===== src/rtl/vx_elastic_buffer_pkg.sv =====
// ============================================================================
// vx_elastic_buffer_pkg: parameter legality helpers for the elastic buffer.
// Revision 1.0
// ============================================================================
`default_nettype none

package vx_elastic_buffer_pkg;

  // Smallest depth handled by the FIFO-backed implementation.
  localparam int c_fifo_min_size = 4;

  function automatic bit size_is_legal(input int size);
    return ((size >= 0) && (size <= 2)) ||
           ((size >= c_fifo_min_size) && ((size & (size - 1)) == 0));
  endfunction

  function automatic bit flag_is_legal(input int value);
    return (value == 0) || (value == 1);
  endfunction

endpackage

`default_nettype wire


===== src/rtl/vx_elastic_buffer_fifo_queue.sv =====
// ============================================================================
// VX_fifo_queue: power-of-two circular FIFO with async or registered read.
// Revision 1.0
// ============================================================================
`default_nettype none

module VX_fifo_queue #(
  parameter int DATAW      = 1,
  parameter int SIZE       = 4,
  parameter int OUTPUT_REG = 0,
  parameter int LUTRAM     = 1
) (
  input  logic             clk,
  input  logic             reset,
  input  logic             i_push,
  input  logic             i_pop,
  input  logic [DATAW-1:0] i_data,
  output logic [DATAW-1:0] o_data,
  output logic             o_empty,
  output logic             o_full
);

  localparam int ADDRW = $clog2(SIZE);
  localparam logic [ADDRW:0] c_depth = (ADDRW + 1)'(SIZE);
  localparam logic [ADDRW:0] c_one   = (ADDRW + 1)'(1);

  logic [DATAW-1:0] r_mem [SIZE];
  logic [ADDRW-1:0] r_rd_ptr;
  logic [ADDRW-1:0] r_wr_ptr;
  logic [ADDRW:0]   r_count;

  always_ff @(posedge clk) begin
    if (reset) begin
      r_rd_ptr <= '0;
      r_wr_ptr <= '0;
      r_count  <= '0;
    end else begin
      if (i_push) r_wr_ptr <= r_wr_ptr + ADDRW'(1);
      if (i_pop)  r_rd_ptr <= r_rd_ptr + ADDRW'(1);
      case ({i_push, i_pop})
        2'b10:   r_count <= r_count + c_one;
        2'b01:   r_count <= r_count - c_one;
        default: r_count <= r_count;
      endcase
    end
  end

  always_ff @(posedge clk) begin
    if (i_push) r_mem[r_wr_ptr] <= i_data;
  end

  assign o_empty = (r_count == '0);
  assign o_full  = (r_count == c_depth);

  if ((OUTPUT_REG != 0) || (LUTRAM == 0)) begin : g_reg_read
    logic [ADDRW-1:0] w_rd_ptr_next;
    logic [DATAW-1:0] r_dout;

    assign w_rd_ptr_next = r_rd_ptr + ADDRW'(1);

    // Head is prefetched: a push that becomes the new head bypasses the memory.
    always_ff @(posedge clk) begin
      if (i_push && (o_empty || ((r_count == c_one) && i_pop))) begin
        r_dout <= i_data;
      end else if (i_pop) begin
        r_dout <= r_mem[w_rd_ptr_next];
      end
    end

    assign o_data = r_dout;
  end else begin : g_async_read
    assign o_data = r_mem[r_rd_ptr];
  end

endmodule

`default_nettype wire


===== src/rtl/vx_elastic_buffer.sv =====
// ============================================================================
// vx_elastic_buffer: valid/ready elastic stage, depth selected by SIZE.
// Revision 1.0
// ============================================================================
`default_nettype none

module vx_elastic_buffer #(
  parameter int DATAW      = 1,
  parameter int SIZE       = 2,
  parameter int OUTPUT_REG = 0,
  parameter int LUTRAM     = 1
) (
  input  logic             clk,
  input  logic             reset,
  input  logic             valid_in,
  output logic             ready_in,
  input  logic [DATAW-1:0] data_in,
  output logic             valid_out,
  input  logic             ready_out,
  output logic [DATAW-1:0] data_out
);

  import vx_elastic_buffer_pkg::*;

  if (!size_is_legal(SIZE) || !flag_is_legal(OUTPUT_REG) || !flag_is_legal(LUTRAM)) begin : g_param_check
    $error("vx_elastic_buffer: illegal parameters SIZE=%0d OUTPUT_REG=%0d LUTRAM=%0d",
           SIZE, OUTPUT_REG, LUTRAM);
  end

  if (SIZE == 0) begin : g_bypass
    logic w_unused_clk_rst;
    assign w_unused_clk_rst = clk ^ reset;

    assign valid_out = valid_in;
    assign data_out  = data_in;
    assign ready_in  = ready_out;
  end else if (SIZE == 1) begin : g_pipe
    logic             r_valid;
    logic [DATAW-1:0] r_data;
    logic             w_ready;

    assign w_ready = !r_valid || ready_out;

    always_ff @(posedge clk) begin
      if (reset) begin
        r_valid <= 1'b0;
      end else if (w_ready) begin
        r_valid <= valid_in;
      end
    end

    always_ff @(posedge clk) begin
      if (w_ready && valid_in) r_data <= data_in;
    end

    assign ready_in  = w_ready;
    assign valid_out = r_valid;
    assign data_out  = r_data;
  end else if (SIZE == 2) begin : g_skid
    logic             r_valid;
    logic             r_skid_valid;
    logic [DATAW-1:0] r_data;
    logic [DATAW-1:0] r_skid_data;
    logic             w_out_free;

    assign w_out_free = !r_valid || ready_out;

    // ready_in is the inverse of the skid flag, so it never sees ready_out combinationally.
    always_ff @(posedge clk) begin
      if (reset) begin
        r_valid      <= 1'b0;
        r_skid_valid <= 1'b0;
      end else if (w_out_free) begin
        if (r_skid_valid) begin
          r_valid      <= 1'b1;
          r_skid_valid <= 1'b0;
        end else begin
          r_valid <= valid_in;
        end
      end else if (valid_in && !r_skid_valid) begin
        r_skid_valid <= 1'b1;
      end
    end

    always_ff @(posedge clk) begin
      if (w_out_free) begin
        r_data <= r_skid_valid ? r_skid_data : data_in;
      end
      if (!w_out_free && valid_in && !r_skid_valid) begin
        r_skid_data <= data_in;
      end
    end

    assign ready_in  = !r_skid_valid;
    assign valid_out = r_valid;
    assign data_out  = r_data;
  end else begin : g_fifo
    logic w_push;
    logic w_pop;
    logic w_empty;
    logic w_full;

    assign w_push = valid_in && !w_full;
    assign w_pop  = valid_out && ready_out;

    VX_fifo_queue #(
      .DATAW      (DATAW),
      .SIZE       (SIZE),
      .OUTPUT_REG (OUTPUT_REG),
      .LUTRAM     (LUTRAM)
    ) u_fifo (
      .clk     (clk),
      .reset   (reset),
      .i_push  (w_push),
      .i_pop   (w_pop),
      .i_data  (data_in),
      .o_data  (data_out),
      .o_empty (w_empty),
      .o_full  (w_full)
    );

    assign ready_in  = !w_full;
    assign valid_out = !w_empty;
  end

endmodule

`default_nettype wire


===== config.mk =====
export PLATFORM = sky130hd
export DESIGN_NAME = vx_elastic_buffer
export DESIGN_NICKNAME = d
export VERILOG_FILES = /design/src/rtl/vx_elastic_buffer_pkg.sv /design/src/rtl/vx_elastic_buffer_fifo_queue.sv /design/src/rtl/vx_elastic_buffer.sv
export SDC_FILE = /design/constraint.sdc
export NUM_CORES = 1
export LEC_CHECK = 0
export BUFFER_PORTS_ARGS = -buffer_cell sky130_fd_sc_hd__buf_2
export CAP_MARGIN = 10
export CORE_AREA = 4 4 41 43
export DETAILED_ROUTE_END_ITERATION = 8
export DIE_AREA = 0 0 45 47
export GPL_ROUTABILITY_DRIVEN = 0
export HOLD_SLACK_MARGIN = 0.02
export PLACE_DENSITY = 0.3
export SETUP_SLACK_MARGIN = 0.15
export SLEW_MARGIN = 40
export SYNTH_ARGS = -nofsm -noshare
export SYNTH_HDL_FRONTEND = slang
export SYNTH_HIERARCHICAL = 1
export SYNTH_SLANG_ARGS = --single-unit

===== constraint.sdc =====
create_clock -name clk -period 1.67 [get_ports clk]
set_input_delay 0.334 -clock clk [delete_from_list [all_inputs] [get_ports clk]]
set_output_delay 0.334 -clock clk [all_outputs]
set_load 0.02 [all_outputs]

## Word-level counts from Yosys, hierarchy flattened

Index checks and enable logic that the tools add are counted.

| word-level totals | value |
|---|---|
| bits in registers | 4 |
| output and inout bits | 3 |
| input port bits | 5 |
| word-level logic and storage cells | 14 |

| cells by class | value |
|---|---|
| reductions and logical operators | 8 |
| mux-type cells | 2 |

Operators with widths:

| operator | number |
|---|---|
| $logic_and A1 B1 Y1 | 3 |
| $logic_not A1 Y1 | 3 |
| $mux W1 | 2 |
| $reduce_or A2 Y1 | 1 |
| $logic_or A1 B1 Y1 | 1 |

## Longest topological paths before layout

| logic depth | value |
|---|---|
| depth in word-level cells | 5 |
| gate-level depth with buffers | 2 |

## Least setup slack after synthesis

Ideal clock, no wire load.

| path | value |
|---|---|
| path type | flip-flop to flip-flop |
| start | register g_skid.r_valid (netlist: valid_out) |
| end | register g_skid.r_skid_data, enable pin |
| required time | 1.365 ns |
| data arrival time | 0.724 ns |
| period minus slack after synthesis | 1.028 ns |
| path slack | 0.642 ns |
| stages on the path, launching flop included | 3 |
| buffers on the path | 0 |
| cell sequence | dfxtp_1 > nand2b_4 > nor3b_2 |

| on the way | value |
|---|---|
| cells in the longest elaborated chain, start to end | 5 |

RTL lines:

| item | RTL line | RTL |
|---|---|---|
| from (decl) | vx_elastic_buffer.sv:60 | `logic r_valid;` |
| from (signal assigned) | vx_elastic_buffer.sv:78 | `r_valid <= valid_in;` |
| $logic_not A1 Y1 | vx_elastic_buffer.sv:66 | `assign w_out_free = !r_valid \|\| ready_out;` |
| $logic_or A1 B1 Y1 | vx_elastic_buffer.sv:66 |  |
| net g_skid.w_out_free | vx_elastic_buffer.sv:64 | `logic w_out_free;` |
| $logic_not A1 Y1 | vx_elastic_buffer.sv:89 | `if (!w_out_free && valid_in && !r_skid_valid) begin` |
| $logic_and A1 B1 Y1 (2 in a row) | vx_elastic_buffer.sv:89 |  |
| to (signal assigned) | vx_elastic_buffer.sv:90 | `r_skid_data <= data_in;` |
| to (decl) | vx_elastic_buffer.sv:63 | `logic [DATAW-1:0] r_skid_data;` |

The timed path passes the listed nets, and every way through them passes these cells.
A chain may end at the register's enable or synchronous reset.

## Worst setup path in the final report

| path | value |
|---|---|
| start | register g_skid.r_skid_valid |
| end | output port ready_in |

| on the way | value |
|---|---|
| cells in the longest elaborated chain, start to end | 1 |

RTL lines:

| item | RTL line | RTL |
|---|---|---|
| from (decl) | vx_elastic_buffer.sv:61 | `logic r_skid_valid;` |
| from (signal assigned) | vx_elastic_buffer.sv:72 | `r_skid_valid <= 1'b0;` |
| from (signal assigned) | vx_elastic_buffer.sv:76 | `r_skid_valid <= 1'b0;` |
| from (signal assigned) | vx_elastic_buffer.sv:81 | `r_skid_valid <= 1'b1;` |
| $logic_not A1 Y1 | vx_elastic_buffer.sv:94 | `assign ready_in = !r_skid_valid;` |
| to (decl) | vx_elastic_buffer.sv:16 | `output logic ready_in,` |

No other way between the ends.

==> insert_results.sql <==
INSERT INTO impl_metrics (metric_group, metric, value, unit) VALUES
('cts', 'clkSlewWorstSetupHoldPaths', '0.03', 'ns'),
('place', 'detailedPlace.worstSlack', '0.6054', 'ns'),
('sta', 'clock.fmax', '862.1', 'MHz'),
('routing', 'detailroute.via_count', '113', ''),
('critical_path', 'path_max_fanout', '4', ''),
('run_status', 'outcome', 'finished clean', ''),
('grt', 'global_route_hottest_layer', 'met3', ''),
('final_layout', 'fin_nets', '28', ''),
('floorplan', 'floorplan.die.width', '45', 'um'),
('synth', 'total_nets_after_synthesis', '16', ''),
('synth', 'synth_top_area_share', '37.80', '%'),
('cts', 'ctsHoldBuffers', '0', ''),
('grt', 'first_global_vias', '109', ''),
('cts', 'post_cts.resized_instances', '0', ''),
('synth', 'seq_cells_post_synth', '4', ''),
('final_layout', 'area_growth_syn_to_layout', '50.39', '%'),
('floorplan', 'initial_utilization', '12.21', '%'),
('critical_path', 'wp_data_arrival', '0.83', 'ns'),
('cts', 'htreeDepth', '1', ''),
('sta', 'finalClockSkew', '0.01003', 'ns'),
('grt', 'first_pass_grt_wire_length', '434', 'um'),
('routing', 'routedWlPerCell', '7.351', 'um'),
('routing', 'route.detailed.drc', '0', ''),
('sta', 'hold_ws', '0.2729', 'ns'),
('synth', 'synth_top_cell_by_area', 'sky130_fd_sc_hd__edfxtp_1', ''),
('grt', 'maximum_number_of_pins_on_one_net_before_global_route_repair', '5', ''),
('sta', 'total_negative_slack_for_setup_checks', '0', 'ns'),
('synth', 'synth.avg_cell_area', '14.45', 'sq um'),
('flow_run', 'maxCapViolations', '0', ''),
('sta', 'grt_setup_unrepaired', 'no', ''),
('grt', 'globalRouteMet3Util', '6.130', '%'),
('cts', 'cts.sinks', '4', ''),
('grt', 'antenna_found_initial', '0', ''),
('min_path', 'hp-class', 'primary input to register', ''),
('critical_path', 'end_kind', 'primary output', ''),
('grt', 'globalRouteMet2Util', '3.107', '%'),
('floorplan', 'die-area', '2115', 'sq um'),
('routing', 'wl', '272', 'um'),
('routing', 'routed_via_density', '3.054', ''),
('sta', 'final_max_slew_viol_count', '0', ''),
('power_and_ir_drop', 'ir_drop', '0.4506', 'mV'),
('synth', 'count_of_yosys_warnings_during_synthesis', '6', ''),
('final_layout', 'fillerInstances', '150', ''),
('cts', 'cts-root-to-sink-buffers', '2', ''),
('sta', 'worst-slew-pin-transition', '0.1757', 'ns'),
('cts', 'post_cts_setup_driven_buffer_insertion_count', '0', ''),
('sta', 'fin_crit', '1.160', 'ns'),
('grt', 'overflow', '0', ''),
('synth', 'ys_seq_area_share', '62.99', '%'),
('final_layout', 'drive_gt1_share', '59.09', '%'),
('critical_path', 'cp.required', '1.34', 'ns'),
('place', 'dpl_cell_area', '212.7', 'sq um'),
('place', 'post-dp-hpwl', '215.6', 'um'),
('sta', 'hold_violations', '0', ''),
('floorplan', 'row_count', '13', ''),
('critical_path', 'cp-start-kind', 'register', ''),
('final_layout', 'num_antenna_cells', '0', ''),
('cts', 'cts.root.buffer_cell', 'sky130_fd_sc_hd__clkbuf_4', ''),
('power_and_ir_drop', 'p_leak', '0.00009979', 'uW'),
('cts', 'cts_tree', 'done', ''),
('routing', 'detail-route-antenna-nets', '0', ''),
('final_layout', 'post-route-cell-area', '239.0', 'sq um'),
('sta', 'fin_crit_sh', '69.46', '%'),
('synth', 'area_of_the_mapped_netlist', '158.9', 'sq um'),
('cts', 'insertion_delay', '0.24', 'ns'),
('sta', 'finalWorstSetupSlack', '0.5101', 'ns'),
('synth', 'synthCells', '11', ''),
('synth', 'yosys-top-cells-area', 'sky130_fd_sc_hd__edfxtp_1 38%, sky130_fd_sc_hd__dfxtp_1 25%, sky130_fd_sc_hd__mux2_4 9.4%', ''),
('sta', 'setup_viol_count_final', '0', ''),
('floorplan', 'y_dimension_of_the_die', '47', 'um'),
('place', 'io_buffers', '7', ''),
('grt', 'use_met1', '3.425', '%'),
('routing', 'initialDrtViolationCount', '0', ''),
('routing', 'number_of_iterations_in_the_first_detailed_routing_pass', '1', ''),
('synth', 'yosys.cell_types.count', '9', ''),
('sta', 'slew_headroom', '88.27', '%'),
('critical_path', 'worstSetupPathType', 'register to primary output', ''),
('power_and_ir_drop', 'cellPowerDensity', '1115', 'nW/um^2'),
('grt', 'grt_util_all_layers', '3.797', '%'),
('cts', 'cts_buffers', '3', ''),
('floorplan', 'ios', '8', ''),
('floorplan', 'core_region_area', '1301', 'sq um');
## layout by cell type, fill, tap and decap left out, drive strengths merged
cell type  count
nor3b          1
nor3           1
dfxtp          2
nor2           1
edfxtp         2
buf            7
nand2b         1
mux2           1
a21oi          1
clkbuf         4
inv            1
## metal layers
| layer | up-vias | share of wire [%] |
|---|---|---|
| li1 | 60 | - |
| met1 | 48 | 48 |
| met2 | 5 | 38 |
| met3 | 0 | 14 |
| met4 | 0 | 0 |
| met5 | - | 0 |
## where the power goes
| part | switching [uW] | internal (uW) | leakage [uW] | total, uW |
|---|---|---|---|---|
| Combinational | 11.9 | 11.9 | 0.0000489 | 23.8 |
| Clock | 41.6 | 89.8 | 0.0000150 | 131 |
| Sequential | 2.68 | 109 | 0.0000359 | 111 |
| Total | 56.2 | 210 | 0.0000998 | 266 |
## cell type report
cell class                      instances  area, sq um  area share, %
Inverter                                1        3.754          1.571
Tap cell                               15        18.77          7.853
Timing Repair Buffer                    7        35.03          14.66
Clock buffer                            4        26.28          10.99
Multi-Input combinational cell          6        55.05          23.04
Sequential cell                         4        100.1          41.88
## worst max-delay path: stages (launching register included)
cell and delay (ns):
sky130_fd_sc_hd__dfxtp_1 0.40, sky130_fd_sc_hd__inv_1 0.05, sky130_fd_sc_hd__buf_2 0.15
## synthesized netlist by cell type (all sizes together)
| cell | number |
|---|---|
| nor3b | 1 |
| nor2 | 1 |
| edfxtp | 2 |
| nor3 | 1 |
| a21oi | 1 |
| mux2 | 1 |
| nand2b | 1 |
| inv | 1 |
| dfxtp | 2 |
## path summary, 6_finish.rpt
| kind | to | startpoint | slack, ns | cells past startpoint |
|---|---|---|---|---|
| worst max-delay path | ready_in | g_skid.r_skid_valid | 0.51 | 2 |
| worst min-delay path | valid_out | reset | 0.27 | 2 |
| worst max register to register | data_out | g_skid.r_skid_valid | 0.72 | 1 |
| worst min register to register | g_skid.r_skid_valid | valid_out | 0.51 | 2 |
## kinds of logic after synthesis
kind of cell           after synthesis  synth area share (%)
multiplexers                         1                 9.446
AND/OR/NAND/NOR                      4                 22.04
buffers and inverters                1                 2.360
flip-flops                           4                 62.99
AO/OA/AOI/OAI                        1                 3.147
## state kept, by name, indices dropped and copies added, names as in the netlist
signal               flops
valid_out                1
g_skid.r_skid_valid      1
g_skid.r_skid_data       1
data_out                 1
## per-stage QoR
step | instances | util, % | power [uW]
3_5_place_dp | 33 | 16.35 | 137.2
5_1_grt | 37 | 18.37 | 287.7
4_1_cts | 37 | 18.37 | 273.7
2_1_floorplan | 11 | - | 126.9
6_report | 37 | 18.37 | 266.5
3_3_place_gp | 33 | 16.35 | 137.0
(Power assumes the default switching activity.)
